<file path="src/rtl/tmds_encoder_dvi.sv">
// Purpose: DVI 1.0 TMDS encoder for one 8-bit colour channel (build option: TMDS_ENCODER_PIPELINE_EN).
// Latency: 1 clk_pix cycle by default, 2 cycles with TMDS_ENCODER_PIPELINE_EN defined.
// Backpressure: none; accepts and emits one symbol every cycle, never stalls.
module tmds_encoder_dvi (
    input  logic       clk_pix,
    input  logic       rst_pix,
    input  logic       de,
    input  logic [7:0] din,
    input  logic [1:0] ctrl,
    output logic [9:0] tmds
);

    // Control-period tokens, indexed by {C1,C0}
    localparam logic [9:0] TOKEN_C00 = 10'b1101010100;
    localparam logic [9:0] TOKEN_C01 = 10'b0010101011;
    localparam logic [9:0] TOKEN_C10 = 10'b0101010100;
    localparam logic [9:0] TOKEN_C11 = 10'b1010101011;

    // Stage 1 result (transition-minimised word, q_m[8] = 1 means XOR was used)
    logic [8:0] s1_qm;

    // Stage 2 inputs: either straight from stage 1 or from the mid-pipe registers
    logic [8:0] s2_qm;
    logic       s2_de;
    logic [1:0] s2_ctrl;

    // Output and running disparity registers
    logic [9:0]        tmds_q, tmds_d;
    logic signed [4:0] cnt_q,  cnt_d;

    // Stage 1: pick XOR/XNOR chain by ones count so the word has few transitions
    always_comb begin
        logic [3:0] n1d;
        logic       use_xnor;
        logic [8:0] qm;
        n1d = 4'd0;
        for (int i = 0; i < 8; i++) begin
            n1d = n1d + {3'b000, din[i]};
        end
        use_xnor = (n1d > 4'd4) || ((n1d == 4'd4) && !din[0]);
        qm    = 9'd0;
        qm[0] = din[0];
        for (int i = 1; i < 8; i++) begin
            qm[i] = use_xnor ? ~(qm[i-1] ^ din[i]) : (qm[i-1] ^ din[i]);
        end
        qm[8] = ~use_xnor;
        s1_qm = qm;
    end

`ifdef TMDS_ENCODER_PIPELINE_EN
    // Mid-pipe registers keep de/ctrl aligned with the stage-1 word
    logic [8:0] qm_q,   qm_d;
    logic       de_q,   de_d;
    logic [1:0] ctrl_q, ctrl_d;

    // Next state for the mid-pipe registers is simply the current stage-1 view
    always_comb begin
        qm_d   = s1_qm;
        de_d   = de;
        ctrl_d = ctrl;
    end

    // Mid-pipe registers; reset leaves a control-00 period in flight
    always_ff @(posedge clk_pix) begin
        if (rst_pix) begin
            qm_q   <= 9'd0;
            de_q   <= 1'b0;
            ctrl_q <= 2'b00;
        end else begin
            qm_q   <= qm_d;
            de_q   <= de_d;
            ctrl_q <= ctrl_d;
        end
    end

    assign s2_qm   = qm_q;
    assign s2_de   = de_q;
    assign s2_ctrl = ctrl_q;
`else
    assign s2_qm   = s1_qm;
    assign s2_de   = de;
    assign s2_ctrl = ctrl;
`endif

    // Stage 2: DC balance against the running disparity, or emit a control token
    always_comb begin
        logic [3:0]        n1;
        logic [3:0]        n0;
        logic signed [4:0] diff;      // N1 - N0 of q_m[7:0], range -8..+8
        logic signed [4:0] two_q8;    // 2 * q_m[8]
        logic signed [4:0] two_nq8;   // 2 * ~q_m[8]
        logic              q8;
        logic              cnt_pos;
        logic              cnt_neg;

        n1 = 4'd0;
        for (int i = 0; i < 8; i++) begin
            n1 = n1 + {3'b000, s2_qm[i]};
        end
        n0      = 4'd8 - n1;
        diff    = $signed({1'b0, n1}) - $signed({1'b0, n0});
        q8      = s2_qm[8];
        two_q8  = q8 ? 5'sd2 : 5'sd0;
        two_nq8 = q8 ? 5'sd0 : 5'sd2;
        cnt_neg = cnt_q[4];
        cnt_pos = !cnt_q[4] && (cnt_q != 5'sd0);

        tmds_d = TOKEN_C00;
        cnt_d  = 5'sd0;

        if (!s2_de) begin
            // Control period: disparity restarts from zero on the next data period
            cnt_d = 5'sd0;
            case (s2_ctrl)
                2'b00:   tmds_d = TOKEN_C00;
                2'b01:   tmds_d = TOKEN_C01;
                2'b10:   tmds_d = TOKEN_C10;
                default: tmds_d = TOKEN_C11;
            endcase
        end else if ((cnt_q == 5'sd0) || (n1 == n0)) begin
            // Balanced word or no history: use q_m[8] to decide inversion
            tmds_d = {~q8, q8, (q8 ? s2_qm[7:0] : ~s2_qm[7:0])};
            cnt_d  = q8 ? (cnt_q + diff) : (cnt_q - diff);
        end else if ((cnt_pos && (n1 > n0)) || (cnt_neg && (n0 > n1))) begin
            // Word would push disparity further the same way: send it inverted
            tmds_d = {1'b1, q8, ~s2_qm[7:0]};
            cnt_d  = cnt_q + two_q8 - diff;
        end else begin
            // Word pulls disparity back toward zero: send it as is
            tmds_d = {1'b0, q8, s2_qm[7:0]};
            cnt_d  = cnt_q + diff - two_nq8;
        end
    end

    // Output symbol and running disparity; reset emits control token 00
    always_ff @(posedge clk_pix) begin
        if (rst_pix) begin
            tmds_q <= TOKEN_C00;
            cnt_q  <= 5'sd0;
        end else begin
            tmds_q <= tmds_d;
            cnt_q  <= cnt_d;
        end
    end

    assign tmds = tmds_q;

endmodule

</file>
<file path="config.mk">
export PLATFORM = sky130hd
export DESIGN_NAME = tmds_encoder_dvi
export DESIGN_NICKNAME = d
export VERILOG_FILES = /design/src/rtl/tmds_encoder_dvi.sv
export SDC_FILE = /design/constraint.sdc
export NUM_CORES = 1
export LEC_CHECK = 0
export CORE_UTILIZATION = 50
export CTS_CLUSTER_SIZE = 10
export DETAILED_ROUTE_END_ITERATION = 12
export PLACE_DENSITY = 0.75
export SETUP_SLACK_MARGIN = 0.05
export SLEW_MARGIN = 10
export SYNTH_ARGS = -nofsm -noshare
export SYNTH_HDL_FRONTEND = slang
export SYNTH_SLANG_ARGS = --single-unit
</file>
<file path="constraint.sdc">
create_clock -name clk_pix -period 21.7 [get_ports clk_pix]
set_clock_uncertainty 0.1 [all_clocks]
set_input_delay 5.425 -clock clk_pix [delete_from_list [all_inputs] [get_ports clk_pix]]
set_output_delay 5.425 -clock clk_pix [all_outputs]
set_load 0.02 [all_outputs]
</file>
==> results.md <==
- Overflow after GRT: 0
- Max H-tree Level: 1
- Post-synthesis instance area: 1841 um2
- Worst path arrival time: 13.79 ns
- Count of final hold-check violations: 0
- Skew-Pair Late Insertion Delay: 0.25 ns
- CTS Sinks: 15
- Buffers plus inverters on the worst setup path: 5
- FF-to-FF End: cnt_q[4]
- Async SR Flop Fraction: 0
- # DRC: 0
- Synth Flop Type: dfxtp_1
- Total Routed Length: 3.897 mm
- Clock transition at path regs: 0.07 ns
- Die H: 62.67 um
- FP Rows: 21
- Worst endpoint required time: 21.79 ns
- Starting density of the core: 0.5347
- Fin worst setup slack: 7.998 ns
- CP Launch Type: input pin
- RSZ-0062 raised after global routing: false
- Max stage delay on crit path: 0.57 ns
- Hold_buf cts: 0
- Crit-path max FO: 10
- Setup crit start: din[0]
- Largest net degree at the start of global routing: 15
- Status: finished, final reports clean
- Fmax: 72.98 MHz
- R2R cell count: 10
- Vias in the first global route: 1455
- CP most frequent cell: fa_1
- CP top delay family: adder cells
- First-pass DRT Iterations: 5
- Setup crit end kind: register
- Clk root buf: clkbuf_8
- Core Area: 3442 um2
- P&R area growth vs syn: 16.18%
- Diodes inserted: 0
- Worst rel slew slack: 0.4406
- Tightest Pin Transition: 0.8335 ns
- Worst path depth: 27
- Final period utilization: 0.6314
- Slowest cell on crit path: clkdlybuf4s50_1
- Synth Register Bits: 15
- Post-synth top area cell: dfxtp_1
- Final-stage net count: 278
- Fin crit period: 13.70 ns
- DR vias/cell: 5.493
- Die Width: 62.67 um
- First-pass GRT wire length: 6.913 mm
- CTS Buf Count: 3
- Post-Synthesis Cells: 207
- Register area share after synthesis: 0.1632
- R2R setup slack: 19.33 ns
- Max clock buf depth: 2
- Fraction of layout instances using a drive strength above 1: 0.09565
- Port buffer count: 22
- GPL Wtd Cong: 0.9628
- Routed Antenna Nets: 0
- CP Class: input pin to register
- Syn_nets: 254
- CP Capture Point: cnt_q[4]
- HPWL Detailed: 3.301 mm
- Wire per inst: 14.12 um
- PostCTS Resize Cnt: 0
- Number of antenna violations at the first check in global routing: 0
- Synth top area share: 0.1632
- Max_cap viols: 0
- Vias: 1516
- Worst r2r src: cnt_q[1]
- Total GRT Usage: 0.2228
- Setup TNS: 0 ns
- Post-synth EDFFs: 0
- Min-delay worst type: register to register
- First-iteration detailed-routing DRC count: 82
- Post CTS Setup Buffer Count: 0
- CTS tree: yes
- Filler instances: 316
- Slew Viols, Final: 0
- Fin util: 0.6212
- Die area: 3928 um2
- Yosys cell types: 52
- Syn avg cell area: 8.891 um2
- Syn. warnings: 0
- Synth top area cells: dfxtp_1, ha_1, fa_1, xnor2_1, inv_1
- IO Pins: 23
- Setup violators final: 0
- Worst slack at placement: 7.477 ns
## cell families after synthesis
logic type | Yosys count | synth area share
AOI/OAI and AO/OA | 54 | 0.2012
and+or+nand+nor | 47 | 0.1536
buffers and inverters | 35 | 0.07954
adders and majority gates | 34 | 0.2801
xor gates and xnor gates | 20 | 0.1115
DFF | 15 | 0.1632
muxes | 2 | 0.01088
## how the worst min path moves through the flow
stage / from / endpoint / slack (ns) / cells past startpoint
floorplan: cnt_q[0] / cnt_q[0] / 0.33 / 1
global placement: cnt_q[0] / cnt_q[0] / 0.35 / 1
CTS: cnt_q[0] / cnt_q[0] / 0.37 / 1
detailed placement: cnt_q[0] / cnt_q[0] / 0.35 / 1
finish: cnt_q[0] / cnt_q[0] / 0.37 / 1
global route: cnt_q[0] / cnt_q[0] / 0.38 / 1
## synthesized netlist by cell type (2+ instances only)
library cell,instances
a21oi_1,12
nor3_1,4
or2_2,4
inv_1,32
o21ai_1,2
nand2_1,6
nand2b_1,3
a21o_2,2
mux2i_1,2
o21ai_0,8
a21o_1,4
fa_1,12
a31oi_1,7
dfxtp_1,15
a31o_2,2
xnor2_1,14
or3_1,4
o21a_1,3
nor4_1,2
ha_1,22
xor2_1,3
a211oi_1,2
and3_1,2
nand4_1,2
nor2_1,4
or3b_1,2
nand3_1,7
## sequential cells by signal, summed over array words and instances (netlist names)
register / cells
cnt_q: 5
tmds: 10
## per-stage QoR
step	hold WS [ns]	cells	instance area, um2
after global routing	0.3824	276	2138
after detailed placement	0.3497	272	2092
after floorplan	0.3318	207	1841
after CTS	0.3678	276	2138
final	0.3659	276	2138
after global placement	0.3518	272	2092
## placed cells by master (no fill, tap or decap), types with 2 or more instances in the layout
cell type | Yosys | routed
inv_1 | 32 | 32
ha_1 | 22 | 22
clkdlybuf4s50_1 | 0 | 22
dfxtp_1 | 15 | 15
xnor2_1 | 14 | 14
a21oi_1 | 12 | 12
fa_1 | 12 | 12
o21ai_0 | 8 | 7
nand3_1 | 7 | 7
a31oi_1 | 7 | 7
nand2_1 | 6 | 6
a21o_1 | 4 | 4
nor2_1 | 4 | 4
nor3_1 | 4 | 4
or2_2 | 4 | 4
or3_1 | 4 | 4
o21a_1 | 3 | 3
o21ai_1 | 2 | 3
nand2b_1 | 3 | 3
xor2_1 | 3 | 3
clkbuf_8 | 0 | 3
or3b_1 | 2 | 2
and3_1 | 2 | 2
a21o_2 | 2 | 2
mux2i_1 | 2 | 2
a211oi_1 | 2 | 2
nor4_1 | 2 | 2
nand4_1 | 2 | 2
a31o_2 | 2 | 2
## per-layer routing
layer  part of all wire  wire, um  global-route usage  vias to the layer above
met5                  0         0                   0                        -
met3              0.036       140             0.04015                        2
met4             0.0044        17             0.03488                        0
met2               0.49      1904              0.3845                       37
li1                   -         -                   -                      767
met1               0.47      1835              0.2927                      710
## layout make-up
| cell class | count | area, um2 | area share |
|---|---|---|---|
| flip-flops and latches | 15 | 300.3 | 0.1404 |
| clock buffers | 3 | 41.29 | 0.01931 |
| multi-input cells | 157 | 1394 | 0.6518 |
| well taps | 46 | 57.56 | 0.02692 |
| inverters | 32 | 120.1 | 0.05617 |
| clock inverters | 1 | 5.005 | 0.002341 |
| repair buffers | 22 | 220.2 | 0.1030 |
Power is not shown: default switching activity piles up to over one toggle a cycle in this logic, so the estimate is an artifact.
==> RTL change 1: new RTL, same flow settings <==
Register the input `din` before use, without a reset. The logic sees it one clock later. The other inputs are not delayed to match.
--- a/src/rtl/tmds_encoder_dvi.sv
+++ b/src/rtl/tmds_encoder_dvi.sv
@@ -15,6 +15,12 @@
     localparam logic [9:0] TOKEN_C01 = 10'b0010101011;
     localparam logic [9:0] TOKEN_C10 = 10'b0101010100;
     localparam logic [9:0] TOKEN_C11 = 10'b1010101011;
+
+    logic [7:0] din_q;
+
+    always_ff @(posedge clk_pix) begin
+        din_q <= din;
+    end
 
     // Stage 1 result (transition-minimised word, q_m[8] = 1 means XOR was used)
     logic [8:0] s1_qm;
@@ -35,13 +41,13 @@
         logic [8:0] qm;
         n1d = 4'd0;
         for (int i = 0; i < 8; i++) begin
-            n1d = n1d + {3'b000, din[i]};
+            n1d = n1d + {3'b000, din_q[i]};
         end
-        use_xnor = (n1d > 4'd4) || ((n1d == 4'd4) && !din[0]);
+        use_xnor = (n1d > 4'd4) || ((n1d == 4'd4) && !din_q[0]);
         qm    = 9'd0;
-        qm[0] = din[0];
+        qm[0] = din_q[0];
         for (int i = 1; i < 8; i++) begin
-            qm[i] = use_xnor ? ~(qm[i-1] ^ din[i]) : (qm[i-1] ^ din[i]);
+            qm[i] = use_xnor ? ~(qm[i-1] ^ din_q[i]) : (qm[i-1] ^ din_q[i]);
         end
         qm[8] = ~use_xnor;
         s1_qm = qm;
Function: changed (Yosys sat finds a counterexample within 4 cycles, from zero or initial values and one cycle with rst_pix high).
==> RTL change 1 against the unedited design <==
- sequential cell count rose by 8
- wire length shrank 18%
- sequential share of layout area is 7.8 points higher
- via count is 13% lower
- design area decreased by 1.4%
- critical path depth decreased by 2
- worst setup slack improved by 5.5 ns
- synthesized area fell by 1.4%
- largest cell class unchanged
- non-clock buffer count up 1
- critical endpoint unchanged
Power is left out: the tool's default activity adds up to more than one toggle a clock period on the data nets, which glitch-free logic cannot reach.
==> RTL change 1: results (changes against the unedited design) <==
- Outcome: complete, no violations
- Gr usage total: 18.33% (-4.0 points)
- WP data arrival: 8.33 ns (-5.46 ns)
- Filler cells: 297 (-6.0%)
- First-pass GRT wire length: 5.547 mm (-20%)
- Post-synthesis sequential area ratio: 25.36% (+9.0 points)
- Syn Nets: 243 (-4.3%)
- Worst slew margin: 60.14% (+16 points)
- Clock Latency Late Sink: 0.30 ns (+0.05 ns)
- Most frequent cells after synthesis: inv_1 (32), dfxtp_1 (23), ha_1 (22)
- Hold depth: 2 (+1)
- First-pass DRT Iterations: 4 (-1)
- Nets: 268 (-3.6%)
- Synth area leaders: dfxtp_1 (25%), ha_1 (15%), fa_1 (13%), xnor2_1 (8.2%), inv_1 (6.6%)
- Root Buffer: clkbuf_4
- R2r worst-path depth: 25 (+15)
- Vias: 1,319 (-13%)
- Yosys cell types: 39 (-25%)
- Largest net degree at the start of global routing: 16 (+1)
- Layout cell share with drive strength beyond 1: 6.364% (-3.2 points)
- I/O Buffers: 22 (unchanged)
- RePlAce Congestion: 0.8429 (-12%)
- Synth warn: 0 (unchanged)
- Initial DRC Count: 71 (-13%)
- HPWL after DPL: 2.724 mm (-17%)
- Clock slew at reported path FFs: 0.11 ns (+0.04 ns)
- Routed Wire Length: 3.199 mm (-18%)
==> RTL change 1: cell type report <==
| type | count | area share, % |
|---|---|---|
| Tap cell | 46 | 2.730 |
| Inverter | 33 | 5.875 |
| Sequential cell | 23 | 21.84 |
| Multi-Input combinational cell | 137 | 57.51 |
| Clock buffer | 4 | 1.246 |
| Timing Repair Buffer | 23 | 10.80 |
==> RTL change 1: final timing paths <==
kind / start / endpoint / slack [ns]
max: din_q[0] / cnt_q[4] / 13.51
min: cnt_q[0] / cnt_q[0] / 0.34
max reg2reg: din_q[0] / cnt_q[4] / 13.51
min reg2reg: cnt_q[0] / cnt_q[0] / 0.34
==> RTL change 1: critical path, cell delays in order (launching register included) <==
cell and delay [ns]:
dfxtp_1 0.37, inv_1 0.12, fa_1 0.57, fa_1 0.43, fa_1 0.49, inv_1 0.04
ha_1 0.20, fa_1 0.45, nor3b_1 0.40, or2_2 0.20, a31oi_1 0.07, buf_4 0.21
xor2_1 0.19, fa_1 0.51, inv_1 0.05, fa_1 0.52, fa_1 0.42, ha_1 0.24
fa_1 0.50, or3b_1 0.40, or4_1 0.41, and3_4 0.20, or2_0 0.31, o211a_1 0.28
or3_1 0.34, a21oi_1 0.12
==> RTL change 1: routing by layer <==
layer  global-route usage (%)  vias up
met2                    32.14       25
met5                        0        -
met1                    22.54      610
met3                    4.412        2
met4                    4.360        0
li1                         -      682
==> RTL change 1: kinds of logic after synthesis <==
logic type	synth area share [%]
compound gates	13.37
xor+xnor	13.92
fa+ha+maj	28.39
buf+inv	7.857
flops	25.36
mux	1.930
simple gates	9.167
==> RTL change 1: through the flow <==
step	setup slack (ns)	cells	instance area [um2]	hold slack [ns]
final	13.51	266	2108	0.3373
after detailed placement	13.53	262	2082	0.3215
after global routing	13.04	266	2108	0.3632
after floorplan	13.54	196	1815	0.3031
after CTS	13.48	266	2108	0.3393
after global placement	13.58	262	2082	0.3124
==> RTL change 2: new RTL, config.mk and constraints unchanged <==
Made on the original files. The option `TMDS_ENCODER_PIPELINE_EN` is turned on by a define.
--- a/src/rtl/tmds_encoder_dvi.sv
+++ b/src/rtl/tmds_encoder_dvi.sv
@@ -1,6 +1,8 @@
 // Purpose: DVI 1.0 TMDS encoder for one 8-bit colour channel (build option: TMDS_ENCODER_PIPELINE_EN).
 // Latency: 1 clk_pix cycle by default, 2 cycles with TMDS_ENCODER_PIPELINE_EN defined.
 // Backpressure: none; accepts and emits one symbol every cycle, never stalls.
+`define TMDS_ENCODER_PIPELINE_EN
+
 module tmds_encoder_dvi (
     input  logic       clk_pix,
     input  logic       rst_pix,
Function: changed (Yosys sat finds a counterexample within 4 cycles, from zero or initial values and one cycle with rst_pix high).
==> RTL change 2 against the unedited design <==
- critical path depth decreased by 14
- largest cell class unchanged
- global-route usage decreased by 2.9 points
- first-iteration DRC count decreased by 65%
- sequential cell count increased by 12
- synthesized area increased by 14%
- non-clock buffer count unchanged
- design area increased by 13%
- die area increased by 13%
- wire length decreased by 2.3%
- worst setup slack improved by 4.6 ns
- worst hold slack got worse by 0.0082 ns
Power is left out: the tool's default activity adds up to more than one toggle a clock period on the data nets, which glitch-free logic cannot reach.
==> RTL change 2: results (changes against the unedited design) <==
- Routed Wire Length: 3.807 mm (-2.3%)
- Flop-to-flop setup slack: 16.93 ns (-2.40 ns)
- Clock Latency Late Sink: 0.28 ns (+0.03 ns)
- Wirelength per Cell: 12.86 um (-8.9%)
- Hold depth: 2 (+1)
- Max incr delay on CP: 0.55 ns (-0.02 ns)
- Met3 WL: 134 um (-4.3%)
- HPWL after DPL: 3.073 mm (-6.9%)
- Worst flop-to-flop path startpoint: qm_q[0]
- Synth Area in XOR/XNOR: 13.33% (+2.2 points)
- Crit Reg-Reg Endpoint: tmds[2]
- Post-synthesis sequential area ratio: 25.82% (+9.5 points)
- Post-CTS setup buffer count: 0 (unchanged)
- R2r worst-path depth: 13 (+3)
- Yosys cell types: 43 (-17%)
- Nets: 295 (+6.1%)
- Floorplan row count: 23 (+9.5%)
- Layout cell share with drive strength beyond 1: 5.285% (-4.3 points)
- Placed cell count: 292 (+7.4%)
- Syn avg cell area: 9.303 um2 (+4.6%)
- Top Layer Used: met4
- WP data arrival: 9.15 ns (-4.64 ns)
- M1 wire length: 1.737 mm (-5.3%)
- DP Worst Slack: 12.29 ns (+4.808 ns)
- Wire length on met2: 1.869 mm (-1.8%)
- Largest net degree at the start of global routing: 22 (+7)
- Hold path start: cnt_q[0]
- Most frequent cells after synthesis: inv_1 (39), dfxtp_1 (27), xnor2_1 (24)
- Gr usage total: 19.36% (-2.9 points)
- Worst slew margin: 32.21% (-12 points)
- Initial antenna violation count: 0 (unchanged)
- First-pass GRT wire length: 6.499 mm (-6.0%)
- RePlAce Congestion: 0.7825 (-19%)
- Post-CTS resize count: 0 (unchanged)
- Adder-cell share of the synthesized area: 25.58% (-2.4 points)
- Synth warn: 0 (unchanged)
- Clock slew at reported path FFs: 0.09 ns (+0.02 ns)
- Worst hold endpoint: cnt_q[0]
- Initial DRC Count: 29 (-65%)
- Crit Path Max Fanout: 3 (-7)
- Outcome: complete, no violations
- Synth area leaders: dfxtp_1 (26%), ha_1 (13%), fa_1 (12%), xnor2_1 (10%), inv_1 (7.0%)
- Slowest-stage cell, CP: fa_1
- Syn Nets: 273 (+7.5%)
- First-pass DRT Iterations: 4 (-1)
- Mux cell area share after synthesis: 0.9564% (-0.13 points)
- ANT cells: 0 (unchanged)
- Compound-Gate Fraction of Synth Area: 15.30% (-4.8 points)
- Vias: 1,542 (+1.7%)
RTL change 2: worst max path at each step:
stage / endpoint / from / slack (ns) / depth (start not counted)
after floorplan: qm_q[5] / din[0] / 13.04 / 12
after global placement: qm_q[5] / din[0] / 12.39 / 13
after detailed placement: qm_q[5] / din[0] / 12.29 / 13
after CTS: qm_q[5] / din[0] / 12.59 / 13
after global routing: qm_q[5] / din[0] / 12.43 / 13
final: qm_q[5] / din[0] / 12.59 / 13
RTL change 2: worst min-delay path: stages (launching register included):
cell,delay (ns)
dfxtp_1,0.34
inv_1,0.05
nor2_1,0.03
RTL change 2: layout make-up:
type / count / area [um2]
Clock inverter: 1 / 7.507
Sequential cell: 27 / 540.5
Multi-Input combinational cell: 153 / 1384
Tap cell: 50 / 62.56
Fill cell: 373 / 1594
Clock buffer: 3 / 41.29
Timing Repair Buffer: 22 / 220.2
Inverter: 40 / 150.1
RTL change 2: kinds of logic (layout without fill, tap and decap cells):
| logic type | count (synthesis) | after routing |
|---|---|---|
| muxes | 2 | 2 |
| and+or+nand+nor | 43 | 43 |
| adders and majority gates | 35 | 35 |
| xor gates and xnor gates | 31 | 31 |
| buffers and inverters | 45 | 66 |
| AOI/OAI and AO/OA | 42 | 42 |
| DFF | 27 | 27 |
RTL change 2: layer usage:
metal / global-route usage (%) / up-vias
li1: - / 782
met5: 0 / -
met4: 7.447 / 0
met3: 2.568 / 7
met1: 25.26 / 721
met2: 32.07 / 32
RTL change 2: metrics by stage:
stage          hold slack, ns  area (um2)
6_report               0.3577        2406
5_1_grt                0.3745        2406
4_1_cts                0.3609        2406
3_5_place_dp           0.3453        2357
3_3_place_gp           0.3367        2357
2_1_floorplan          0.3220        2093
